`config.mk`:
```
export PLATFORM = sky130hd
export DESIGN_NAME = counter_rr_scheduler
export DESIGN_NICKNAME = d
export VERILOG_FILES = /design/src/rtl/counter_sched_pkg.sv /design/src/rtl/counter_rr_scheduler_rr_arbiter.sv /design/src/rtl/counter_rr_scheduler.sv
export SDC_FILE = /design/constraint.sdc
export NUM_CORES = 1
export LEC_CHECK = 0
export CORE_UTILIZATION = 30
export CTS_CLUSTER_DIAMETER = 150
export DETAILED_ROUTE_END_ITERATION = 8
export PLACE_DENSITY = 0.61
export SLEW_MARGIN = 10
export SYNTH_ARGS = -nofsm -noshare
export SYNTH_HDL_FRONTEND = slang
export SYNTH_SLANG_ARGS = --single-unit
export TNS_END_PERCENT = 10
```
`constraint.sdc`:
```
create_clock -name clk -period 2.8 [get_ports clk]
set_clock_uncertainty 0.15 [all_clocks]
set_input_delay 0.84 -clock clk [delete_from_list [all_inputs] [get_ports clk]]
set_output_delay 0.84 -clock clk [all_outputs]
set_load 0.01 [all_outputs]
```
`src/rtl/counter_sched_pkg.sv`:
```
// Shared types and default parameter values for the shared-counter scheduler.
package counter_sched_pkg;

    typedef enum logic {
        IDLE,
        OWNED
    } sched_state_t;

    localparam int NUM_REQ_DEF   = 4;
    localparam int WIDTH_DEF     = 4;
    localparam int MAX_BURST_DEF = 4;

endpackage

```
`src/rtl/counter_rr_scheduler_rr_arbiter.sv`:
```
// Combinational round-robin search: the first masked request at or after
// the pointer (ascending, wrapping) wins.
module rr_arbiter
    import counter_sched_pkg::*;
#(
    parameter int NUM_REQ = NUM_REQ_DEF,
    parameter int IDX_W   = (NUM_REQ > 1) ? $clog2(NUM_REQ) : 1
) (
    input  logic [NUM_REQ-1:0] req,
    input  logic [NUM_REQ-1:0] mask,
    input  logic [IDX_W-1:0]   pointer,
    output logic [NUM_REQ-1:0] onehot,
    output logic [IDX_W-1:0]   index,
    output logic               valid
);

    logic [NUM_REQ-1:0] cand;

    assign cand = req & mask;

    // Walk the candidates starting at the pointer; keep the first hit.
    always_comb begin
        int pos;
        valid  = 1'b0;
        index  = '0;
        onehot = '0;
        for (int off = 0; off < NUM_REQ; off++) begin
            pos = int'(pointer) + off;
            if (pos >= NUM_REQ) begin
                pos = pos - NUM_REQ;
            end
            if (!valid && cand[pos]) begin
                valid  = 1'b1;
                index  = pos[IDX_W-1:0];
                onehot = NUM_REQ'(1) << pos;
            end
        end
    end

endmodule

```
`src/rtl/counter_rr_scheduler.sv`:
```
// Round-robin scheduler granting increments of one shared wrap-around
// counter, with an optional locked burst for the current owner.
module counter_rr_scheduler
    import counter_sched_pkg::*;
#(
    parameter int NUM_REQ   = NUM_REQ_DEF,
    parameter int WIDTH     = WIDTH_DEF,
    parameter int MAX_BURST = MAX_BURST_DEF
) (
    input  logic               clk,
    input  logic               reset,
    input  logic               clr,
    input  logic [NUM_REQ-1:0] req,
    input  logic [NUM_REQ-1:0] lock,
    output logic [NUM_REQ-1:0] gnt,
    output logic [WIDTH-1:0]   count,
    output logic               wrap,
    output logic               busy
);

    localparam int IDX_W   = (NUM_REQ > 1) ? $clog2(NUM_REQ) : 1;
    localparam int BURST_W = $clog2(MAX_BURST + 1);

    sched_state_t       state_q, state_d;
    logic [IDX_W-1:0]   ptr_q, ptr_d;
    logic [IDX_W-1:0]   owner_q, owner_d;
    logic [BURST_W-1:0] burst_q, burst_d;
    logic [WIDTH-1:0]   count_q, count_d;
    logic [NUM_REQ-1:0] gnt_q, gnt_d;
    logic               wrap_q, wrap_d;

    logic [NUM_REQ-1:0] arb_mask;
    logic [NUM_REQ-1:0] arb_onehot;
    logic [IDX_W-1:0]   arb_index;
    logic               arb_valid;
    logic               burst_full;
    logic               regrant;

    function automatic logic [IDX_W-1:0] next_ptr(input logic [IDX_W-1:0] idx);
        return (idx == IDX_W'(NUM_REQ - 1)) ? '0 : idx + 1'b1;
    endfunction

    assign burst_full = (burst_q == BURST_W'(MAX_BURST));
    assign regrant    = (state_q == OWNED) && req[owner_q] && lock[owner_q] && !burst_full;

    // An owner that has used its whole burst must yield to the others.
    always_comb begin
        arb_mask = '1;
        if (state_q == OWNED && burst_full) begin
            arb_mask[owner_q] = 1'b0;
        end
    end

    rr_arbiter #(
        .NUM_REQ (NUM_REQ),
        .IDX_W   (IDX_W)
    ) u_arb (
        .req     (req),
        .mask    (arb_mask),
        .pointer (ptr_q),
        .onehot  (arb_onehot),
        .index   (arb_index),
        .valid   (arb_valid)
    );

    // Next-state: clear beats everything, then owner re-grant, then arbitration.
    always_comb begin
        state_d = state_q;
        ptr_d   = ptr_q;
        owner_d = owner_q;
        burst_d = burst_q;
        count_d = count_q;
        gnt_d   = '0;
        wrap_d  = 1'b0;
        if (clr) begin
            state_d = IDLE;
            burst_d = '0;
            count_d = '0;
        end else if (regrant) begin
            gnt_d   = NUM_REQ'(1) << owner_q;
            count_d = count_q + 1'b1;
            wrap_d  = (count_q == '1);
            burst_d = burst_q + 1'b1;
            ptr_d   = next_ptr(owner_q);
        end else if (arb_valid) begin
            gnt_d   = arb_onehot;
            count_d = count_q + 1'b1;
            wrap_d  = (count_q == '1);
            ptr_d   = next_ptr(arb_index);
            owner_d = arb_index;
            if (lock[arb_index]) begin
                state_d = OWNED;
                burst_d = BURST_W'(1);
            end else begin
                state_d = IDLE;
                burst_d = '0;
            end
        end else begin
            state_d = IDLE;
            burst_d = '0;
        end
    end

    // State and output registers with synchronous reset.
    always_ff @(posedge clk) begin
        if (reset) begin
            state_q <= IDLE;
            ptr_q   <= '0;
            owner_q <= '0;
            burst_q <= '0;
            count_q <= '0;
            gnt_q   <= '0;
            wrap_q  <= 1'b0;
        end else begin
            state_q <= state_d;
            ptr_q   <= ptr_d;
            owner_q <= owner_d;
            burst_q <= burst_d;
            count_q <= count_d;
            gnt_q   <= gnt_d;
            wrap_q  <= wrap_d;
        end
    end

    assign gnt   = gnt_q;
    assign count = count_q;
    assign wrap  = wrap_q;
    assign busy  = (state_q == OWNED);

endmodule

```
==> summary.md, run 1 <==
| Metric | Value |
|---|---|
| Post-DP Area | `between 1500 and 2000 um2` |
| Post CTS Setup Buffer Count | `0` |
| Cells after Synth | `153` |
| Pre-Repair DR Iteration Count | `4` |
| Critical Path Start Type | `primary input` |
| Placed Instances | `250` |
| Simple-Gate Fraction of Synth Area | `0.177` |
| 1st-iter DRT viols | `127` |
| Num ports | `21` |
| Area growth, synth to finish | `43.2%` |
| Vias per cell | `between 5 and 6` |
| Period Utilization, post-route | `0.966` |
| Ant. Diodes | `0` |
| H-tree depth | `1` |
| Syn avg cell area | `~9.1 um2` |
| Synth Flop Type | `dfxtp_1` |
| Clock buffer depth | `2` |
| Row count | `24` |
| Clock-pin slew on the worst setup and hold paths | `about 0.070 ns` |
| Number of enable flip-flop cells after synthesis | `0` |
| Post-Syn Area | `~1400 um2` |
| Non-filler cells, final | `around 250` |
| Later-pin clock latency in the skew report | `~0.25 ns` |
| Final WL | `between 3 and 4 mm` |
| Outcome | `finished clean` |
| Die width | `approximately 70 um` |
| Maximum number of pins on one net before global-route repair | `13` |
| WL/cell | `between 15 and 20 um` |
| Via count | `between 1,000 and 1,500` |
| Synth warnings | `0` |
| Sink Count | `17` |
| Worst Path Class, Setup | `primary input to flop` |
| FFs w/ async S/R, synth | `0` |
| Slew headroom | `0.712` |
| Max-slew violations | `0` |
| Final Wtd Congestion | `0.856` |
| Sequential-to-total area share from yosys stat | `0.245` |
| Critical path arrival | `around 2.7 ns` |
| Reg-to-reg slack, setup | `around 0.12 ns` |
| Hpwl dp | `between 3 and 4 mm` |
| Die area | `4900 um2` |
| Achievable Freq | `about 370 MHz` |
| Setup violators final | `0` |
| Adder-cell share of the synthesized area | `0.0993` |
| Worst-margin pin slew | `about 0.43 ns` |
| Pwr per Cell Area | `489 nW/um2` |
| Largest family of logic cells by synthesized area | `compound AO/OA/AOI/OAI gates` |
| Yosys cell types | `45` |
| Global-route wire length before repair | `around 6.7 mm` |
| CP startpoint | `req[2]` |
| Initial core utilization | `0.316` |
| CTS buffer count | `3` |
| CTS tree | `yes` |
| Max VDD drop | `between 0.2 and 0.3 mV` |
| Share of layout cells above drive strength 1 | `0.342` |
| Net Count, Synth | `around 180` |
| Vias in the first global route | `between 1,000 and 1,500` |
| Util after Layout | `0.453` |
| Hold_buf cts | `0` |
| Root Driver | `clkbuf_8` |
| Crit path capture type | `flop` |
| Number of port buffers | `20` |
| DP Worst Slack | `-0.479 ns` |
| CP required | `2.79 ns` |
| Share of the synthesized area in the top cell type | `0.245` |
| Die height | `~70 um` |
| Final WS setup | `approximately 0.095 ns` |
| Fin crit period | `about 2.7 ns` |
| Post-route design area | `between 1500 and 2000 um2` |
| #FFs+latches synth | `17` |
| Worst Path Max Fanout | `3` |
| Post-synthesis mux area share | `0.130` |
| Core Footprint | `roughly 4400 um2` |
| Yosys top cell by area | `dfxtp_1` |
| Final Hold Viols | `0` |
| Max cap viols | `0` |
| Initial antenna violation count | `0` |
| All-Layer GR Usage | `0.171` |
| R2r startpoint | `owner_q[1]$_SDFFE_PP0P_` |
| Layout Nets | `approximately 230` |
| DRC Markers | `0` |
| XOR/XNOR share of the synthesized area | `0.0316` |
| Top cells by area, synth | `dfxtp_1, ha_1, mux4_2` |
| RR Endpoint | `busy$_SDFFE_PP0N_` |
| Synth Area in Compound Gates | `0.274` |
| Final antenna-violating net count | `0` |
| CP Capture Point | `busy$_SDFFE_PP0N_` |
| Worst r2r path cells | `10` |
| Hold crit path type | `flop to flop` |
| Grt ovf | `0` |
| Leak | `slightly below 0.8 nW` |
## final cells by class
cell class | count | area (um2)
clock inverter | 1 | 7.51
tap | 52 | 65.1
fill | 423 | 2400
timing repair buffer | 50 | 420
inverter | 8 | 30.0
sequential | 17 | 344
clock buffer | 3 | 41.3
multi-input combinational | 123 | 1080
## cell families (layout without fill, tap and decap cells)
family                     after synthesis  after routing
and+or+nand+nor                         49             49
AOI/OAI and AO/OA                       48             48
DFF                                     17             17
buffers and inverters                   13             62
adders and majority gates               11             11
muxes                                   10             10
xor gates and xnor gates                 5              5
## metal layers
layer / track usage / vias to the layer above / routed length [um]
met2: 0.278 / 33 / 1880
met5: 0 / - / 0
li1: - / 675 / -
met3: 0.0303 / 4 / 146
met4: 0.0467 / 0 / 55
met1: 0.231 / 651 / 1780
## cell usage after synthesis (3+ instances only)
cell type  instances
a22o_1             4
nor2_1            13
xnor2_1            3
dfxtp_1           17
nand2_1           12
o21a_1             3
ha_1              11
o211ai_1           3
inv_1              8
a22oi_1            8
o21ai_0            8
nor3_1             6
mux2i_1            3
nand3_1            5
a31oi_1            3
mux4_2             6
nand2b_1           4
## per-stage QoR
step | power, mW | hold WS (ns) | TNS [ns]
4_1_cts | 0.958 | 0.330 | 0
6_report | 0.972 | 0.327 | 0
5_1_grt | 1.04 | 0.361 | -0.00697
2_1_floorplan | 0.595 | 0.325 | 0
3_3_place_gp | 0.755 | 0.314 | -3.43
3_5_place_dp | 0.760 | 0.318 | -3.76
## worst max-delay path, stage by stage
cell             delay, ns
clkdlybuf4s15_1       0.22
o21a_1                0.17
mux4_2                0.54
o21ai_4               0.21
mux2_4                0.32
a21oi_2               0.13
a221oi_2              0.07
or2_1                 0.20
## power breakdown
part	total (mW)	internal (mW)	switching (mW)
clock network	0.189	0.100	0.0889
registers	0.281	0.263	0.0177
logic	0.502	0.249	0.253
## placed cells by master (no fill, tap or decap), types with 6 or more instances in the layout
| cell | instances |
|---|---|
| clkdlybuf4s50_1 | 16 |
| buf_4 | 30 |
| mux4_2 | 6 |
| ha_1 | 8 |
| a22oi_1 | 8 |
| o21ai_0 | 6 |
| inv_1 | 7 |
| nor3_1 | 6 |
| nor2_1 | 13 |
| dfxtp_1 | 14 |
| nand2_1 | 11 |
## worst min-delay path by stage
stage,endpoint,from,cells past startpoint,slack [ns]
2_1_floorplan,burst_q[0]$_SDFF_PP0_,burst_q[0]$_SDFF_PP0_,2,0.32
3_3_place_gp,wrap$_SDFF_PP0_,count[3]$_SDFFE_PP0P_,2,0.31
3_5_place_dp,wrap$_SDFF_PP0_,count[3]$_SDFFE_PP0P_,2,0.32
4_1_cts,wrap$_SDFF_PP0_,count[3]$_SDFFE_PP0P_,2,0.33
5_1_grt,wrap$_SDFF_PP0_,count[3]$_SDFFE_PP0P_,2,0.36
6_report,wrap$_SDFF_PP0_,count[3]$_SDFFE_PP0P_,2,0.33
## repair_timing
item                                    in CTS  in global routing
resized for setup                           13                 17
cloned                                       0                  0
endpoints found under the setup margin       8                  7
pin swaps                                    1                  4
## sequential cells by signal (all words and copies together) (netlist names)
name / flops
owner_q: 2
burst_q: 3
busy: 1
wrap: 1
count: 4
ptr_q: 2
gnt: 4
Power figures use the tool's default switching activity.
==> run 2, diff against run 1 <==
- CTS_CLUSTER_DIAMETER: 150 -> 200
- DONT_BUFFER_PORTS: unset -> 1
- PLACE_DENSITY: 0.61 -> 0.54
- clock period: 2.8 -> 2.6 ns (I/O delays scaled with it)
==> summary.md, run 2 (synthesis results as in run 1) <==
| Metric | Value |
|---|---|
| Die width | `70.0 um (unchanged)` |
| Worst Path Max Fanout | `5 (+2)` |
| Share of total power in the clock network | `0.193 (-0.002)` |
| Setup TNS | `-0.0406 ns (-0.0406 ns)` |
| All-Layer GR Usage | `0.167 (-0.00380)` |
| Non-filler cells, final | `238 (-6.3%)` |
| Hpwl dp | `3.17 mm (+2.9%)` |
| Slew headroom | `0.715 (+0.00373)` |
| Fillers | `426 (+0.71%)` |
| RSZ-0062 raised after global routing | `yes` |
| Outcome | `complete, but fails checks` |
| Commonest non-fill, non-tap cell in the layout | `buf_4` |
| H-tree depth | `1 (unchanged)` |
| Final WL | `3.95 mm (+2.2%)` |
| Psw | `377 uW (+5.0%)` |
| Footprint of the multi-input gates | `1070 um2 (-0.58%)` |
| Final Wtd Congestion | `0.942 (+10%)` |
| Row count | `24 (unchanged)` |
| Switch share | `0.364 (-0.00590)` |
| DP Worst Slack | `-0.148 ns (+0.331 ns)` |
| Leak | `0.716 nW (-8.2%)` |
| Period Utilization, post-route | `1.01` |
| Reg area | `347 um2 (+0.73%)` |
| Maximum number of pins on one net before global-route repair | `13 (unchanged)` |
| Later-pin clock latency in the skew report | `0.25 ns (about the same)` |
| Clock buffer depth | `2 (unchanged)` |
| Fin crit period | `between 2 and 3 ns` |
| Critical path arrival | `2.63 ns (-0.07 ns)` |
| Final antenna-violating net count | `0 (unchanged)` |
| Vias in the first global route | `1,350 (+1.3%)` |
| Initial antenna violation count | `0 (unchanged)` |
| Clock-pin slew on the worst setup and hold paths | `0.07 ns (about the same)` |
| Via count | `1,356 (-0.51%)` |
| Util after Layout | `0.414 (-0.0394)` |
| Max cap viols | `0 (unchanged)` |
| Worst r2r path cells | `10 (unchanged)` |
| Final Hold Viols | `0 (unchanged)` |
| Comb pwr share | `0.511 (-0.005)` |
| Post-route design area | `1810 um2 (-8.7%)` |
| Initial core utilization | `0.316 (unchanged)` |
| Die area | `4900 um2 (unchanged)` |
| Root Driver | `clkbuf_8` |
| Number of port buffers | `0 (-100%)` |
| Pre-Repair DR Iteration Count | `4 (unchanged)` |
| Die height | `70.0 um (unchanged)` |
| CP required | `2.60 ns (-0.19 ns)` |
| Sequential share of power | `0.296 (+0.007)` |
| Crit path capture type | `flop` |
| Layout Nets | `209 (-7.1%)` |
| Achievable Freq | `between 300 and 400 MHz` |
| Ant. Diodes | `0 (unchanged)` |
| Failing checks | `negative setup slack` |
| Critical Path Start Type | `flop` |
| Vias per cell | `5.70 (+6.2%)` |
| WL/cell | `16.6 um (+9.1%)` |
| Global-route wire length before repair | `6.52 mm (-2.2%)` |
| Hold crit path type | `flop to flop` |
| Core Footprint | `4380 um2 (unchanged)` |
| Max-slew violations | `0 (unchanged)` |
| Int Power | `659 uW (+7.7%)` |
| CTS buffer count | `3 (unchanged)` |
| Hold Crit Depth | `2 (unchanged)` |
| Pwr per Cell Area | `572 nW/um2 (+17%)` |
| Hold slack | `0.380 ns (+0.0534 ns)` |
| Worst Path Class, Setup | `flop to flop` |
| Total chip power | `1.04 mW (+6.7%)` |
| CTS tree | `yes` |
| 1st-iter DRT viols | `85 (-33%)` |
| Share of layout cells above drive strength 1 | `0.398 (+0.0563)` |
| DRC Markers | `0 (unchanged)` |
| Num ports | `21 (unchanged)` |
| Setup violators final | `2 (+2)` |
| Max VDD drop | `0.197 mV (-31%)` |
| Final WS setup | `-0.0339 ns (-0.129 ns)` |
| Placed Instances | `233 (-6.8%)` |
| Sink Count | `17 (unchanged)` |
| Worst-margin pin slew | `0.425 ns (-0.00673 ns)` |
| Grt ovf | `0 (unchanged)` |
| Commonest cells after routing, fill and taps aside | `buf_4, dfxtp_1, nor2_1` |
| Post-DP Area | `1680 um2 (-9.5%)` |
| Area growth, synth to finish | `30.8%` |
==> run 2: cell types whose count changed in the layout (fill, tap and decap cells not counted), sizes merged <==
cell / delta
buf: +4
clkdlybuf4s50: -16
clkinvlp: -1
clkdlybuf4s15: -3
==> run 2: cell type report <==
class	instances	share of cell area
timing repair buffer	34	0.141
inverter	8	0.0166
tap	52	0.0359
multi-input combinational	123	0.591
clock buffer	4	0.0248
sequential	17	0.191
==> run 2: routing by layer <==
| metal | routed length (um) | track usage | vias to the layer above |
|---|---|---|---|
| li1 | - | - | 645 |
| met1 | 1710 | 0.216 | 650 |
| met2 | 1840 | 0.263 | 48 |
| met3 | 249 | 0.0462 | 13 |
| met4 | 150 | 0.0644 | 0 |
| met5 | 0 | 0 | - |
==> run 2: final timing paths <==
path                                             from                 to  slack [ns]
worst max register to register  burst_q[1]$_SDFF_PP0_  busy$_SDFFE_PP0N_       -0.03
worst min-delay path            count[3]$_SDFFE_PP0P_    wrap$_SDFF_PP0_        0.38
worst min register to register  count[3]$_SDFFE_PP0P_    wrap$_SDFF_PP0_        0.38
worst max-delay path            burst_q[1]$_SDFF_PP0_  busy$_SDFFE_PP0N_       -0.03
==> run 2: what timing repair did <==
item,in CTS,in global routing
hold buffers,0,0
resized for setup,23,3
pin swaps,5,1
cloned,0,0
setup buffers,1,0
setup endpoints to repair,7,5
==> run 2: worst max-delay path, cell delays in order, from the launching register on <==
cell and delay, ns:
dfxtp_1 0.33, inv_2 0.07, ha_4 0.15, nand2_4 0.07, o21a_1 0.24, mux4_2 0.56
o21ai_4 0.19, mux2_4 0.32, a21oi_2 0.15, a221oi_2 0.09, or2_1 0.21
==> run 2: power by group through the flow <==
stage	Clock, mW	Sequential, mW	Combinational (mW)
after global placement	0	0.308	0.488
after detailed placement	0	0.308	0.499
after global routing	0.218	0.310	0.576
final	0.201	0.306	0.530
after floorplan	0	0.310	0.331
after CTS	0.205	0.306	0.522
